`src/rtl/uart_frame_tx.sv`:
```
// UART frame serializer: valid/ready byte in, 8N1 (optional even parity) bitstream out, one bit per clock.
// Optional parity bit enabled by defining UART_FRAME_TX_PARITY_EN.
module uart_frame_tx #(
    parameter int unsigned STOP_BITS = 1,
    parameter int unsigned GAP_BITS  = 0
) (
    input  logic        clk_uart_tx,
    input  logic        rst_i,
    input  logic [7:0]  data_i,
    input  logic        valid_i,
    output logic        ready_o,
    output logic        tx_o,
    output logic        busy_o,
    output logic        done_o,
    output logic [15:0] frame_cnt_o
);

    localparam int unsigned DATA_W = 8;
    localparam int unsigned CNT_W  = 4;
    localparam int unsigned FCNT_W = 16;

    localparam logic [2:0] S_IDLE   = 3'd0;
    localparam logic [2:0] S_START  = 3'd1;
    localparam logic [2:0] S_DATA   = 3'd2;
    localparam logic [2:0] S_STOP   = 3'd3;
    localparam logic [2:0] S_GAP    = 3'd4;
`ifdef UART_FRAME_TX_PARITY_EN
    localparam logic [2:0] S_PARITY = 3'd5;
`endif

    localparam logic [CNT_W-1:0] DATA_LAST = CNT_W'(DATA_W - 1);
    localparam logic [CNT_W-1:0] STOP_LAST = CNT_W'(STOP_BITS - 1);
    localparam logic [CNT_W-1:0] GAP_LAST  = CNT_W'(GAP_BITS - 1);
    localparam logic             HAS_GAP   = (GAP_BITS != 0);

    if (STOP_BITS == 0 || STOP_BITS > 2 || GAP_BITS > 15) begin : g_param_err
        $error("uart_frame_tx: STOP_BITS must be 1 or 2 and GAP_BITS must be 0..15");
    end

    logic [2:0]        r_state, w_state_nxt;
    logic [CNT_W-1:0]  r_bit_cnt, w_bit_cnt_nxt;
    logic [DATA_W-1:0] r_shift, w_shift_nxt;
    logic              r_tx, w_tx_nxt;
    logic [FCNT_W-1:0] r_frame_cnt, w_frame_cnt_nxt;
`ifdef UART_FRAME_TX_PARITY_EN
    logic              r_parity, w_parity_nxt;
`endif
    logic              w_final;
    logic              w_accept;

    // Final bit time: last stop bit when there is no gap, else last gap bit.
    assign w_final = ((r_state == S_STOP) && (r_bit_cnt == STOP_LAST) && !HAS_GAP)
                   || ((r_state == S_GAP) && (r_bit_cnt == GAP_LAST) && HAS_GAP);

    assign ready_o     = (r_state == S_IDLE) || w_final;
    assign w_accept    = valid_i && ready_o;
    assign busy_o      = (r_state != S_IDLE);
    assign done_o      = w_final;
    assign tx_o        = r_tx;
    assign frame_cnt_o = r_frame_cnt;

    always_ff @(posedge clk_uart_tx or negedge rst_i) begin
        if (!rst_i) begin
            r_state     <= S_IDLE;
            r_bit_cnt   <= '0;
            r_shift     <= '0;
            r_tx        <= 1'b1;
            r_frame_cnt <= '0;
`ifdef UART_FRAME_TX_PARITY_EN
            r_parity    <= 1'b0;
`endif
        end else begin
            r_state     <= w_state_nxt;
            r_bit_cnt   <= w_bit_cnt_nxt;
            r_shift     <= w_shift_nxt;
            r_tx        <= w_tx_nxt;
            r_frame_cnt <= w_frame_cnt_nxt;
`ifdef UART_FRAME_TX_PARITY_EN
            r_parity    <= w_parity_nxt;
`endif
        end
    end

    // Next state and the value tx_o will carry in the next bit time.
    always_comb begin
        w_state_nxt     = r_state;
        w_bit_cnt_nxt   = r_bit_cnt;
        w_shift_nxt     = r_shift;
        w_tx_nxt        = r_tx;
        w_frame_cnt_nxt = r_frame_cnt;
`ifdef UART_FRAME_TX_PARITY_EN
        w_parity_nxt    = r_parity;
`endif

        if (w_final) begin
            w_frame_cnt_nxt = r_frame_cnt + 16'd1;
        end

        if (w_accept) begin
            w_state_nxt   = S_START;
            w_bit_cnt_nxt = '0;
            w_shift_nxt   = data_i;
            w_tx_nxt      = 1'b0;
`ifdef UART_FRAME_TX_PARITY_EN
            w_parity_nxt  = ^data_i;
`endif
        end else begin
            case (r_state)
                S_IDLE: begin
                    w_tx_nxt = 1'b1;
                end
                S_START: begin
                    w_state_nxt   = S_DATA;
                    w_bit_cnt_nxt = '0;
                    w_tx_nxt      = r_shift[0];
                    w_shift_nxt   = {1'b0, r_shift[DATA_W-1:1]};
                end
                S_DATA: begin
                    if (r_bit_cnt == DATA_LAST) begin
                        w_bit_cnt_nxt = '0;
`ifdef UART_FRAME_TX_PARITY_EN
                        w_state_nxt   = S_PARITY;
                        w_tx_nxt      = r_parity;
`else
                        w_state_nxt   = S_STOP;
                        w_tx_nxt      = 1'b1;
`endif
                    end else begin
                        w_bit_cnt_nxt = r_bit_cnt + 4'd1;
                        w_tx_nxt      = r_shift[0];
                        w_shift_nxt   = {1'b0, r_shift[DATA_W-1:1]};
                    end
                end
`ifdef UART_FRAME_TX_PARITY_EN
                S_PARITY: begin
                    w_state_nxt   = S_STOP;
                    w_bit_cnt_nxt = '0;
                    w_tx_nxt      = 1'b1;
                end
`endif
                S_STOP: begin
                    w_tx_nxt = 1'b1;
                    if (r_bit_cnt == STOP_LAST) begin
                        w_bit_cnt_nxt = '0;
                        w_state_nxt   = HAS_GAP ? S_GAP : S_IDLE;
                    end else begin
                        w_bit_cnt_nxt = r_bit_cnt + 4'd1;
                    end
                end
                S_GAP: begin
                    w_tx_nxt = 1'b1;
                    if (r_bit_cnt == GAP_LAST) begin
                        w_bit_cnt_nxt = '0;
                        w_state_nxt   = S_IDLE;
                    end else begin
                        w_bit_cnt_nxt = r_bit_cnt + 4'd1;
                    end
                end
                default: begin
                    w_state_nxt   = S_IDLE;
                    w_bit_cnt_nxt = '0;
                    w_tx_nxt      = 1'b1;
                end
            endcase
        end
    end

endmodule
```
`config.mk`:
```
export PLATFORM = sky130hd
export DESIGN_NAME = uart_frame_tx
export DESIGN_NICKNAME = d
export VERILOG_FILES = /design/src/rtl/uart_frame_tx.sv
export SDC_FILE = /design/constraint.sdc
export NUM_CORES = 1
export LEC_CHECK = 0
export ABC_AREA = 1
export CORE_UTILIZATION = 41
export CTS_CLUSTER_SIZE = 8
export DETAILED_ROUTE_END_ITERATION = 12
export PLACE_DENSITY = 0.65
export SETUP_SLACK_MARGIN = 0.5
export SYNTH_ARGS = -nofsm -noshare
export SYNTH_HDL_FRONTEND = slang
export SYNTH_SLANG_ARGS = --single-unit
```
`constraint.sdc`:
```
create_clock -name clk_uart_tx -period 4.4 [get_ports clk_uart_tx]
set_input_delay 0.66 -clock clk_uart_tx [delete_from_list [all_inputs] [get_ports clk_uart_tx]]
set_output_delay 0.66 -clock clk_uart_tx [all_outputs]
set_load 0.05 [all_outputs]
```
==> metrics.md, run 1 <==
| Metric | Value |
|---|---|
| Status | `finished, final reports clean` |
| Worst-Margin Slew | `0.498 ns` |
| I/O pins | `31` |
| Die area | `0.00465 mm^2` |
| CTS tree | `built` |
| Ys Warns | `0` |
| Top-area cell type share of the netlist area | `0.418` |
| Final period util | `0.640` |
| Detail Route Antenna Nets | `0` |
| Worst Path Required | `3.74 ns` |
| Clock Path Buffers | `2` |
| Layout cell share with drive strength beyond 1 | `0.0805` |
| Site Rows | `23` |
| Max-slew violations | `0` |
| Setup-failing EPs final | `0` |
| Drt pass-1 iters | `4` |
| Setup_tns | `0 ns` |
| Die W | `68.2 um` |
| Slew headroom | `0.667` |
| Chip height | `68.2 um` |
| CP Data Arrival Time | `2.16 ns` |
| Total Power | `1.29 mW` |
| Routed vias | `1500` |
| RSZ-0062 raised after global routing | `false` |
| CP endpoint kind | `primary output` |
| Area growth syn-to-layout | `25.7%` |
| GRT Overall Usage | `0.181` |
| Register area share after synthesis | `0.432` |
| Final core utilization | `0.549` |
| Clk Tree Root Cell | `clkbuf_8` |
| Initial antenna violation count | `0` |
| Largest net degree at the start of global routing | `32` |
| Startpoint Class | `flop` |
| Vias in the first global route | `1355` |
| Highest Clock Rate | `355 MHz` |
| # diodes | `0` |
| Final net count | `279` |
| H-tree levels | `2` |
| Cts bufs inserted | `5` |
| Buffer count from post-CTS setup fixing | `0` |
| Area of the multi-input gates | `891 um^2` |
| Hpwl dp | `2.56 mm` |
| Hold buffer count at cts | `0` |
| Peak supply drop | `0.498 mV` |
| IO Port Bufs | `30` |
| Synthesized area per cell | `8.03 um^2` |
| Syn_nets | `243` |
| Yosys top cell by area | `dfrtp_1` |
| PwrDens | `571 mW/mm^2` |
| Initial Util | `0.437` |
| Flops & latches, synth | `31` |
| Hold WC Path Type | `reg -> reg` |
| DRC Markers | `0` |
| DR vias/cell | `4.82` |
| P_leak | `1.17 nW` |
| GRT overflow | `0` |
| Cells after Synth | `224` |
| Cell Count, Final, Fillers Out | `311` |
| Minimum clock period | `2.82 ns` |
| Core Footprint | `0.00412 mm^2` |
| Main area contributors after synthesis | `dfrtp_1, nand2_1, nand3_1, inv_1, ha_1` |
| Critical setup path kind | `reg -> out` |
| Clk sinks | `31` |
| Clk slew on worst S/H paths | `0.06 ns` |
| Gpl congestion | `0.770` |
| Routed wire length | `3.61 mm` |
| FF+latch area | `777 um^2` |
| Placed Instances | `303` |
| Max_cap viols | `0` |
| Initial DRC Count | `59` |
| Worst-skew pair later-pin latency | `0.29 ns` |
| Synthesized cell area | `0.00180 mm^2` |
| Crit-path max FO | `8` |
| Cell variety after synth | `23` |
| Final hold violation count | `0` |
| WL/cell | `11.6 um` |
| # fillers | `394` |
| First-pass GRT wire length | `6.08 mm` |
| Clk_skew | `0.00450 ns` |
| CTS resizes | `0` |
==> cell usage in the layout, fill, tap and decap left out <==
cell / n
nor2_1: 15
buf_4: 1
inv_1: 27
o21ai_0: 8
nand2_4: 4
bufinv_16: 1
ha_1: 8
xnor2_1: 5
dfrtp_1: 30
clkinv_2: 1
nand2_2: 1
inv_2: 1
nor2_8: 1
o22ai_1: 2
nand3_4: 2
nand2_1: 73
xor2_1: 6
nor2_2: 1
dfstp_2: 1
nor2_4: 1
nand4_1: 5
clkdlybuf4s50_1: 30
a21oi_1: 4
clkbuf_8: 6
nand3_1: 26
and2_1: 1
==> cells in the mapped netlist <==
library cell  number
nand2_1           73
dfrtp_1           30
inv_1             27
nand3_1           26
nor2_1            15
ha_1               8
o21ai_0            8
xor2_1             6
nand4_1            5
xnor2_1            5
a21oi_1            4
nand2_4            4
nand3_4            2
o22ai_1            2
and2_1             1
buf_6              1
clkbuf_8           1
dfstp_2            1
inv_2              1
nand2_2            1
nor2_2             1
nor2_4             1
nor2_8             1
==> critical path, cell delays in order, from the launching register on <==
cell,delay (ns)
dfrtp_1,0.41
inv_1,0.10
ha_1,0.21
nand3_4,0.15
inv_2,0.17
clkdlybuf4s50_1,0.83
==> worst paths after layout <==
kind | depth (start not counted) | start | slack, ns | endpoint
worst max-delay path | 5 | r_bit_cnt[0] | 1.58 | done_o
worst min-delay path | 2 | r_shift[7] | 0.47 | r_shift[7]
worst max register to register | 9 | r_bit_cnt[0] | 2.69 | r_shift[2]
worst min register to register | 2 | r_shift[7] | 0.47 | r_shift[7]
max in group asynchronous | 2 | rst_i | 3.32 | tx_o
min in group asynchronous | 2 | rst_i | 0.76 | frame_cnt_o[3]
==> power by group <==
part           total, mW  switching, mW  internal [mW]
registers          0.411         0.0542          0.357
logic              0.587          0.392          0.196
clock network      0.292          0.109          0.183
total               1.29          0.555          0.735
==> registers in the layout, summed over array words and instances (netlist names) <==
register     flops
frame_cnt_o     16
tx_o             1
r_shift          8
r_bit_cnt        4
r_state          2
==> logic make-up after synthesis <==
logic type,after synthesis,share of synthesized area
AOI/OAI and AO/OA,14,0.0404
xor gates and xnor gates,11,0.0536
adders and majority gates,8,0.0557
buffers and inverters,30,0.0724
DFF,31,0.432
and+or+nand+nor,130,0.346
==> metal layers <==
metal	up-vias	wire, um	track usage
met5	-	0	0
met4	0	54	0.0859
met3	4	128	0.0450
met2	27	1730	0.289
met1	689	1700	0.228
li1	780	-	-
==> area by class of cell <==
class                   count  area share
clock buffers               6      0.0365
repair buffers             31       0.136
clock inverters             2      0.0155
well taps                  50      0.0277
inverters                  28      0.0465
multi-input cells         163       0.394
flip-flops and latches     31       0.344
==> through the flow <==
step | worst slack, ns | cell area (um^2) | hold slack (ns)
finish | 1.58 | 2260 | 0.471
global route | 1.49 | 2260 | 0.501
CTS | 1.57 | 2260 | 0.478
detailed placement | 1.89 | 2140 | 0.464
global placement | 1.92 | 2140 | 0.459
floorplan | 2.48 | 1800 | 0.364
Power figures use the tool's default switching activity.
==> run 2, diff against run 1 <==
- clock period: 4.4 -> 2.8 ns (I/O delays scaled with it)
==> run 2 against run 1 <==
  * Design area decreased by 0.28%
  * Flip-flop and latch count unchanged
  * Setup slack got worse by 1.1 ns
  * Global-route usage unchanged
  * Die area unchanged
  * Critical path type unchanged
  * Critical path depth is the same
==> metrics.md, run 2 (synthesized netlist as in run 1, its figures left out) <==
| Metric | Value |
|---|---|
| Clk slew on worst S/H paths | `0.06 ns` |
| Crit path max-delay cell type | `clkdlybuf4s15_1` |
| H-tree levels | `2` |
| Worst-path cell chain | `inv_1, ha_1, nand3_4, inv_2, clkdlybuf4s15_1` |
| Status | `finished, final reports clean` |
| Layout cell share with drive strength beyond 1 | `0.0843` |
| CTS tree | `built` |
| Routed vias | `1493` |
| Max-slew violations | `0` |
| P_leak | `1.17 nW` |
| Slowest stage delay, CP | `0.52 ns` |
| Total Power | `2.01 mW` |
| Clock Path Buffers | `2` |
| Clk sinks | `31` |
| Final hold violation count | `0` |
| WL/cell | `11.6 um` |
| Max_cap viols | `0` |
| Vias in the first global route | `1355` |
| Cts bufs inserted | `5` |
| DRC Markers | `0` |
| Clk Tree Root Cell | `clkbuf_8` |
| Area growth syn-to-layout | `25.4%` |
| Initial antenna violation count | `0` |
| Final period util | `0.811` |
| Minimum clock period | `2.27 ns` |
| RSZ-0062 raised after global routing | `true` |
| Max FFs per register | `16` |
| Hold_sp | `r_shift[7]` |
| DR vias/cell | `4.80` |
| PwrDens | `891 mW/mm^2` |
| IO Port Bufs | `30` |
| Highest Clock Rate | `440 MHz` |
| Die area | `0.00465 mm^2` |
| Worst R2R Path Depth | `9` |
| Setup_tns | `0 ns` |
| Worst-skew pair later-pin latency | `0.29 ns` |
| WHS Endpoint | `r_shift[7]` |
| GRT Overall Usage | `0.181` |
| First-pass GRT wire length | `6.08 mm` |
| Detail Route Antenna Nets | `0` |
| Core Footprint | `0.00412 mm^2` |
| I/O pins | `31` |
| Initial Util | `0.437` |
| Drt pass-1 iters | `4` |
| Setup-failing EPs final | `0` |
| RR Startpoint | `r_bit_cnt[0]` |
| Slew headroom | `0.667` |
| # fillers | `396` |
| Peak supply drop | `0.755 mV` |
| R2r setup slk | `1.10 ns` |
| Crit-path max FO | `8` |
| Worst-Margin Slew | `0.498 ns` |
| Hpwl dp | `2.56 mm` |
| Hold WC Path Type | `reg -> reg` |
| Largest net degree at the start of global routing | `32` |
| RR Endpoint | `r_shift[2]` |
| Most common cell after layout, fill and taps aside | `nand2_1` |
| Site Rows | `23` |
| CP endpoint kind | `primary output` |
| Startpoint Class | `flop` |
| Final net count | `279` |
| Buffer count from post-CTS setup fixing | `0` |
| GRT overflow | `0` |
| Die W | `68.2 um` |
| Routed wire length | `3.60 mm` |
| Critical setup path kind | `reg -> out` |
| Gpl congestion | `0.770` |
| Most frequent cells in the layout | `nand2_1, dfrtp_1, inv_1, clkdlybuf4s50_1, nand3_1` |
| Chip height | `68.2 um` |
| Clk_skew | `0.00452 ns` |
| CP Data Arrival Time | `1.85 ns` |
| Worst Path Required | `2.38 ns` |
| Initial DRC Count | `59` |
| # diodes | `0` |
| Worst Hold Depth | `2` |
## run 2: cell count changes in the layout (fill, tap and decap cells not counted), sizes merged
cell	change
clkbuf	+1
clkdlybuf4s15	+1
clkdlybuf4s50	-3
dlygate4sd2	+1
## run 2: repair_timing
action                     in CTS  in global routing
setup endpoints to repair       3                  2
gates resized for setup         4                  2
gates cloned                    0                  0
hold buffers                    0                  0
## run 2: where the power goes
group	leakage (nW)	total (mW)	switching, mW	internal [mW]
logic	0.698	0.904	0.614	0.290
clock network	0.0612	0.459	0.172	0.288
registers	0.414	0.645	0.0850	0.560
total	1.17	2.01	0.871	1.14
## run 2: worst max-delay path by stage
stage | startpoint | endpoint | slack, ns | depth (start not counted)
2_1_floorplan | r_state[0] | r_shift[1] | 0.98 | 10
3_3_place_gp | r_bit_cnt[0] | done_o | 0.56 | 5
3_5_place_dp | r_bit_cnt[0] | done_o | 0.53 | 5
4_1_cts | r_bit_cnt[0] | done_o | 0.49 | 5
5_1_grt | r_bit_cnt[0] | done_o | 0.44 | 5
6_report | r_bit_cnt[0] | done_o | 0.53 | 5
## run 2: area by class of cell
type / instances / area (um^2) / area share
clock buffer: 6 / 82.6 / 0.0366
multi-input combinational: 163 / 891 / 0.395
timing repair buffer: 31 / 302 / 0.134
tap: 50 / 62.6 / 0.0277
sequential: 31 / 777 / 0.345
clock inverter: 2 / 35.0 / 0.0155
inverter: 28 / 105 / 0.0466
## run 2: layer usage
metal	global-route usage	wire, um
met1	0.228	1710
met2	0.289	1720
met3	0.0450	124
met4	0.0859	54
met5	0	0
## run 2: worst max-delay path: cells and delay by family (launching register included)
| family | cells | cell delay [ns] |
|---|---|---|
| AND/OR/NAND/NOR | 1 | 0.15 |
| buffers and inverters | 3 | 0.79 |
| flip-flops | 1 | 0.41 |
| adder cells (fa/ha/maj) | 1 | 0.21 |
## run 2: through the flow
step	setup WS [ns]	utilization	instance area, um^2	hold slack [ns]	instances
global route	0.438	0.548	2250	0.501	311
CTS	0.486	0.549	2260	0.478	311
global placement	0.559	0.521	2140	0.459	303
detailed placement	0.526	0.521	2140	0.464	303
floorplan	0.980	-	1800	0.124	224
finish	0.529	0.548	2250	0.471	311
==> run 3, diff against run 2 <==
- PLACE_DENSITY: 0.65 -> 0.68
- clock period: 2.8 -> 1.9 ns (I/O delays scaled with it)
==> run 3 against run 2 <==
  * Critical path type unchanged
  * Critical path depth unchanged
  * First-iteration DRC count up 44%
  * Critical endpoint is now ready_o
  * Routed wire length up 10%
  * Setup slack worse by 0.30 ns
  * Clock skew up 0.0022 ns
  * Cell count up 7.7%
  * Flip-flop and latch count unchanged
  * Clock power up 16%
==> metrics.md, run 3 (synthesized netlist as in run 1, its figures left out) <==
| Metric | Value |
|---|---|
| Status | `finished, final reports clean` |
| Site Rows | `23` |
| Setup-failing EPs final | `0` |
| Max_cap viols | `0` |
| Pre-CTS setup slack | `0.216 ns` |
| FF+latch area | `788 um^2` |
| DRC Markers | `0` |
| Crit-path max FO | `3` |
| CP endpoint kind | `primary output` |
| Hpwl dp | `2.63 mm` |
| RSZ-0062 raised after global routing | `true` |
| Minimum clock period | `1.67 ns` |
| Drt pass-1 iters | `4` |
| Clk_skew | `0.00669 ns` |
| Most common cell after layout, fill and taps aside | `nand2_1` |
| Crit path max-delay cell type | `dfrtp_1` |
| Clk slew on worst S/H paths | `0.07 ns` |
| Cell Count, Final, Fillers Out | `335` |
| Final core utilization | `0.635` |
| I/O pins | `31` |
| Final net count | `303` |
| Max FFs per register | `16` |
| Setup_tns | `0 ns` |
| Area of the multi-input gates | `0.00104 mm^2` |
| PwrDens | `1340 mW/mm^2` |
| Initial DRC Count | `85` |
| P_leak | `1.31 nW` |
| Peak supply drop | `0.740 mV` |
| Core Footprint | `0.00412 mm^2` |
| Most frequent cells in the layout | `nand2_1, nand3_1, dfrtp_1` |
| Crit path max-delay family | `flip-flops` |
| Die W | `68.2 um` |
| Slowest stage delay, CP | `0.42 ns` |
| Setup ws final | `0.232 ns` |
| DR vias/cell | `4.81` |
| Critical setup path kind | `reg -> out` |
| GRT Overall Usage | `0.198` |
| # diodes | `0` |
| Startpoint Class | `flop` |
| Vias in the first global route | `1464` |
| Gpl congestion | `0.791` |
| Clock Path Buffers | `2` |
| First-pass GRT wire length | `6.69 mm` |
| Routed wire length | `3.98 mm` |
| CTS tree | `built` |
| H-tree levels | `2` |
| Final period util | `0.878` |
| Worst-path cell chain | `inv_2, ha_4, clkinvlp_4, nand2_8, buf_12` |
| Die area | `0.00465 mm^2` |
| Chip height | `68.2 um` |
| Max-slew violations | `0` |
| # fillers | `334` |
| Placed Instances | `304` |
| Routed vias | `1613` |
| Area growth syn-to-layout | `45.2%` |
| Hold WC Path Type | `in -> async` |
| Initial Util | `0.437` |
| CP Data Arrival Time | `1.38 ns` |
| Highest Clock Rate | `599 MHz` |
| Bufs and invs on worst path | `3` |
| Worst Path Required | `1.62 ns` |
| Initial antenna violation count | `0` |
| WL/cell | `11.9 um` |
| Cts bufs inserted | `5` |
| Worst-Margin Slew | `0.417 ns` |
| Largest net degree at the start of global routing | `32` |
| Clk sinks | `31` |
| Clk Tree Root Cell | `clkbuf_8` |
| IO Port Bufs | `30` |
| Hold buffer count at cts | `0` |
| Slew headroom | `0.721` |
| Detail Route Antenna Nets | `0` |
| GRT overflow | `0` |
| Final hold violation count | `0` |
| Layout cell share with drive strength beyond 1 | `0.354` |
| Worst-skew pair later-pin latency | `0.28 ns` |
run 3: metrics by stage:
step                hold slack (ns)  power (mW)  cell area, um^2
floorplan                   -0.0106        2.07             1870
global placement              0.477        2.51             2250
detailed placement            0.468        2.53             2250
CTS                           0.406        3.43             2600
global route                  0.422        3.73             2610
finish                        0.395        3.50             2610
run 3: worst paths after layout:
path / startpoint / endpoint / slack, ns / depth (start not counted)
max: r_state[1] / ready_o / 0.23 / 5
min: rst_i / r_state[0] / 0.39 / 2
max reg2reg: r_state[1] / r_shift[3] / 0.28 / 10
min reg2reg: r_shift[7] / r_shift[7] / 0.49 / 2
max in group asynchronous: rst_i / tx_o / 1.18 / 2
min in group clk_uart_tx: r_shift[7] / r_shift[7] / 0.49 / 2
run 3: routing by layer:
layer  vias to the layer above  wire [um]  GRT usage
li1                        831          -          -
met1                       736       1820      0.241
met2                        39       1920      0.322
met3                         7        163     0.0583
met4                         0         70     0.0833
met5                         -          0          0
run 3: where the power goes:
group          internal, mW  switching, mW  total (mW)
combinational         0.859           1.14        2.00
sequential            0.834          0.130       0.964
clock                 0.292          0.241       0.533
total                  1.99           1.51        3.50
run 3: final cells by class:
type | count | share of cell area
Multi-Input combinational cell | 165 | 0.398
Sequential cell | 31 | 0.302
Timing Repair Buffer | 53 | 0.196
Inverter | 28 | 0.0446
Clock buffer | 7 | 0.0331
Tap cell | 50 | 0.0240
Clock inverter | 1 | 0.00192
run 3: what timing repair did:
item                                    in CTS  in global routing
gates cloned                                 2                  0
gates resized for setup                     70                 19
hold endpoints to repair                     0                  0
endpoints found under the setup margin      42                 36
pin swaps                                   11                  2
buffers inserted                            17                  4
